File: src/rtl/image_write_ctrl.sv
// Image write controller: accepts pixel pairs from an upstream source while a frame
// is running, walks a column/row position across a WIDTH x HEIGHT image (two pixels
// per transfer), and presents each accepted pair one cycle later with its position.
//
// Ports:
//   HCLK, HRESETn      clock, asynchronous active-low reset
//   start, abort       frame start request (IDLE only) / synchronous frame cancel
//   in_valid, in_ready upstream handshake; in_data = {R0,G0,B0,R1,G1,B1}
//   out_hsync          strobe: out_data/out_col/out_row are valid this cycle
//   out_data           registered copy of the accepted pair
//   out_col, out_row   pair index within the row, row index (zero-extended)
//   busy, frame_done   not-IDLE flag, single-cycle end-of-frame pulse
module image_write_ctrl #(
    parameter int unsigned WIDTH    = 768,
    parameter int unsigned HEIGHT   = 512,
    parameter int unsigned LINE_GAP = 2
) (
    input  logic        HCLK,
    input  logic        HRESETn,
    input  logic        start,
    input  logic        abort,
    input  logic        in_valid,
    output logic        in_ready,
    input  logic [47:0] in_data,
    output logic        out_hsync,
    output logic [47:0] out_data,
    output logic [15:0] out_col,
    output logic [15:0] out_row,
    output logic        busy,
    output logic        frame_done
);

    localparam int unsigned ColLast = WIDTH / 2 - 1;
    localparam int unsigned RowLast = HEIGHT - 1;
    localparam int unsigned GapLast = (LINE_GAP > 0) ? LINE_GAP - 1 : 0;

    typedef enum logic [2:0] {
        StIdle,
        StRun,
        StGap,
        StFlush,
        StDone
    } state_e;

    state_e      state_q, state_d;
    logic [15:0] col_q, col_d;
    logic [15:0] row_q, row_d;
    logic [15:0] gap_q, gap_d;
    logic        xfer;

    assign in_ready   = (state_q == StRun);
    assign busy       = (state_q != StIdle);
    assign frame_done = (state_q == StDone);

    // A handshake that coincides with abort is dropped entirely.
    assign xfer = in_ready && in_valid && !abort;

    always_comb begin
        state_d = state_q;
        col_d   = col_q;
        row_d   = row_q;
        gap_d   = gap_q;
        unique case (state_q)
            StIdle: begin
                if (start) begin
                    state_d = StRun;
                    col_d   = '0;
                    row_d   = '0;
                    gap_d   = '0;
                end
            end
            StRun: begin
                if (xfer) begin
                    if (col_q == 16'(ColLast)) begin
                        col_d = '0;
                        if (row_q == 16'(RowLast)) begin
                            state_d = StFlush;
                        end else begin
                            row_d = row_q + 16'd1;
                            if (LINE_GAP != 0) begin
                                state_d = StGap;
                                gap_d   = '0;
                            end
                        end
                    end else begin
                        col_d = col_q + 16'd1;
                    end
                end
            end
            StGap: begin
                if (gap_q == 16'(GapLast)) begin
                    state_d = StRun;
                    gap_d   = '0;
                end else begin
                    gap_d = gap_q + 16'd1;
                end
            end
            StFlush: state_d = StDone;
            StDone:  state_d = StIdle;
            default: state_d = StIdle;
        endcase
        // abort overrides everything, including start and a pending transfer
        if (abort) begin
            state_d = StIdle;
            col_d   = '0;
            row_d   = '0;
            gap_d   = '0;
        end
    end

    always_ff @(posedge HCLK or negedge HRESETn) begin
        if (!HRESETn) begin
            state_q <= StIdle;
            col_q   <= '0;
            row_q   <= '0;
            gap_q   <= '0;
        end else begin
            state_q <= state_d;
            col_q   <= col_d;
            row_q   <= row_d;
            gap_q   <= gap_d;
        end
    end

    // Output register: captures the pair and its position; holds while idle.
    always_ff @(posedge HCLK or negedge HRESETn) begin
        if (!HRESETn) begin
            out_hsync <= 1'b0;
            out_data  <= '0;
            out_col   <= '0;
            out_row   <= '0;
        end else begin
            out_hsync <= xfer;
            if (xfer) begin
                out_data <= in_data;
                out_col  <= col_q;
                out_row  <= row_q;
            end
        end
    end

endmodule
File: config.mk
export PLATFORM = sky130hd
export DESIGN_NAME = image_write_ctrl
export DESIGN_NICKNAME = d
export VERILOG_FILES = /design/src/rtl/image_write_ctrl.sv
export SDC_FILE = /design/constraint.sdc
export NUM_CORES = 1
export LEC_CHECK = 0
export BUFFER_PORTS_ARGS = -buffer_cell sky130_fd_sc_hd__buf_4
export CORE_MARGIN = 2
export CORE_UTILIZATION = 45
export DETAILED_ROUTE_END_ITERATION = 10
export PLACE_DENSITY = 0.68
export SLEW_MARGIN = 20
export SYNTH_ARGS = -nofsm -noshare
export SYNTH_HDL_FRONTEND = slang
export SYNTH_SLANG_ARGS = --single-unit
File: constraint.sdc
create_clock -name HCLK -period 5.6 [get_ports HCLK]
set_input_delay 1.12 -clock HCLK [delete_from_list [all_inputs] [get_ports HCLK]]
set_output_delay 1.12 -clock HCLK [all_outputs]
set_load 0.005 [all_outputs]
==> results.cfg <==
[die]
num_rows = 42
die_area_mm2 = 0.01434
die_h_um = 119.7
coreArea_mm2 = 0.01314
start_util_pct = 45.88
die_w_um = 119.7
ios = 137

[synth]
synth_top_area_share_pct = 54.81
yosys.area.top_type = dfrtp_1
syn-instance-count = 661
ys_seq_area_share_pct = 54.81
yosysMostFrequentCell = nand2_1
netlist-cell-type-count = 59
synth_nets = 718
postSynthAreaPerCell_um2 = 9.118
synth_edf_count = 0
ys.warnings.count = 0
yosys_register_bits = 132
synth_area_leaders = dfrtp_1 55%, nand2_1 16%, clkbuf_1 1.8%
synthArstFlopShare_pct = 100.0
syn_area_mm2 = 0.006027
synth_common_cells = 260 x nand2_1, 132 x dfrtp_1, 29 x clkbuf_1
yosys_most_used_dff = dfrtp_1

[cts]
clockBufferDepth = 2
cts_setup_buffers = 0
h-tree-depth = 4
clk_latency_ps = 410
cts_tree = yes
cts_root_buf = clkbuf_16
cts.clk_slew.worst_paths_ps = 50
postCtsHoldBufs = 0
cts.sinks = 132
cts_buffers = 17
cts_resized = 0

[hold_path]
worstHoldStart = out_data[7]
hold_path.class = flop to flop
whs_endpoint = out_data[7]
min_path_cells = 2

[power]
p_per_area_mw_per_mm2 = 340.6
peakVddDrop_mv = 0.1429
leakage_nw = 3.908

[worst_setup_path]
critPathArrivalTime_ps = 3690
r2r_end = row_q[13]
reg2reg_slack_ps = 2530
end_kind = flop
r2r-start = state_q[1]
cp_max_fo = 80
path_class = input pin to flop
rr_worst_depth = 7
required_ps = 5940
start_kind = input pin

[layout]
fin_nets = 841
syn_to_final_growth_pct = 28.09
utilization_pct = 58.76
drive_gt1_share_pct = 23.99
diodes = 0

[timing]
hold_violations = 0
worst_pin_slew_ps = 812.1
finalCritPeriodShare_pct = 59.71
timing.setup.tns_ps = 0
relSlewSlack_pct = 45.36
rsz0062_at_grt = false
setup_slack_ps = 2256
fmax_mhz = 299.1
maxSlewViolCount = 0
finalSetupViolations = 0
period_minus_slack_ps = 3344
skew_ps = 4.593

[placement]
place.gp.congestion = 0.8689
place_ws_ps = 1842
port_buffers = 136
dp_hpwl_mm = 9.634

[detailed_routing]
route.met2.wl_mm = 6.641
vias = 5146
dr.pass1.iters = 5
dr_wl_met3_um = 950
drt_wl_total_mm = 14.22
wl_per_cell_um = 14.63
drt-met1-wl_mm = 6.493
drc = 0
initialDrtViolationCount = 294
top_layer_used = met4
ant_nets = 0
vias_per_cell = 5.294

[run]
maxCapViolCount = 0

[global_routing]
grt_usage_pct = 20.69
grt_pass1_wl_mm = 23.83
antenna_found_initial = 0
grt_max_degree = 85
gr-total-overflow = 0
grt_pass1_vias = 4937

[outcome]
status = completed
worst max-delay path, stage by stage:
cell and delay (ps):
buf_4 140, nor4b_1 520, nand2_2 120, inv_2 60, buf_4 580, nand3_2 460, o41ai_1 450, o31a_1 180
metal layers:
layer	vias to the layer above	GRT usage (%)
met3	12	5.276
met5	-	0
met2	198	32.36
met4	0	6.544
met1	2454	28.41
li1	2482	-
worst max-delay path by stage:
| stage | from | end |
|---|---|---|
| floorplan | abort | out_data[20] |
| global placement | abort | row_q[13] |
| detailed placement | abort | row_q[13] |
| CTS | abort | row_q[13] |
| global route | abort | row_q[13] |
| finish | abort | row_q[13] |
where the power goes:
part	leakage, nW	switching [mW]	internal (mW)	total (mW)
registers	1.77	0.0681	1.07	1.14
logic	1.85	0.206	0.221	0.428
clock network	0.286	0.371	0.690	1.06
cell families (layout without fill, tap and decap cells):
group / count (synthesis) / after routing / synth area share (%)
multiplexers: 1 / 1 / 0.1868
buffers and inverters: 45 / 180 / 3.176
flip-flops: 132 / 132 / 54.81
AND/OR/NAND/NOR: 371 / 371 / 26.99
adder cells (fa/ha/maj): 4 / 4 / 0.8304
AO/OA/AOI/OAI: 96 / 96 / 12.27
XOR/XNOR: 12 / 12 / 1.744
state kept, by name, summed over array words and instances (netlist names):
signal	count
col_q	16
gap_q	16
out_col	16
out_data	48
out_hsync	1
out_row	16
row_q	16
state_q	3
through the flow:
| stage | power (mW) | area, um^2 | cells | hold slack (ps) |
|---|---|---|---|---|
| after floorplan | 1.317 | 6027 | 661 | 468.3 |
| after global placement | 1.576 | 7143 | 941 | 458.4 |
| after detailed placement | 1.593 | 7143 | 941 | 463.4 |
| after CTS | 2.665 | 7720 | 972 | 477.1 |
| after global routing | 2.770 | 7720 | 972 | 492.8 |
| final | 2.630 | 7720 | 972 | 471.3 |
cells in the final DEF (no fill, tap or decap), types with 6 or more instances in the layout:
cell type / synthesis / final
nand3_1: 21 / 21
nand4_1: 16 / 16
clkbuf_16: 0 / 17
o21ai_0: 20 / 20
inv_1: 8 / 8
a21o_1: 7 / 7
clkbuf_8: 0 / 7
nand2_1: 260 / 259
dfrtp_1: 132 / 132
buf_4: 1 / 140
a21oi_1: 19 / 19
nor2_1: 25 / 25
nor4_1: 8 / 8
xor2_1: 9 / 9
o31ai_1: 7 / 7
or3_1: 6 / 6
cell type report:
cell class	instances	area [um^2]
inverter	9	33.78
timing repair buffer	140	1051
multi-input combinational	484	2535
clock buffer	28	536.8
tap	176	220.2
fill	1154	5418
sequential	132	3303
clock inverter	3	40.04
Power figures use the tool's default switching activity.
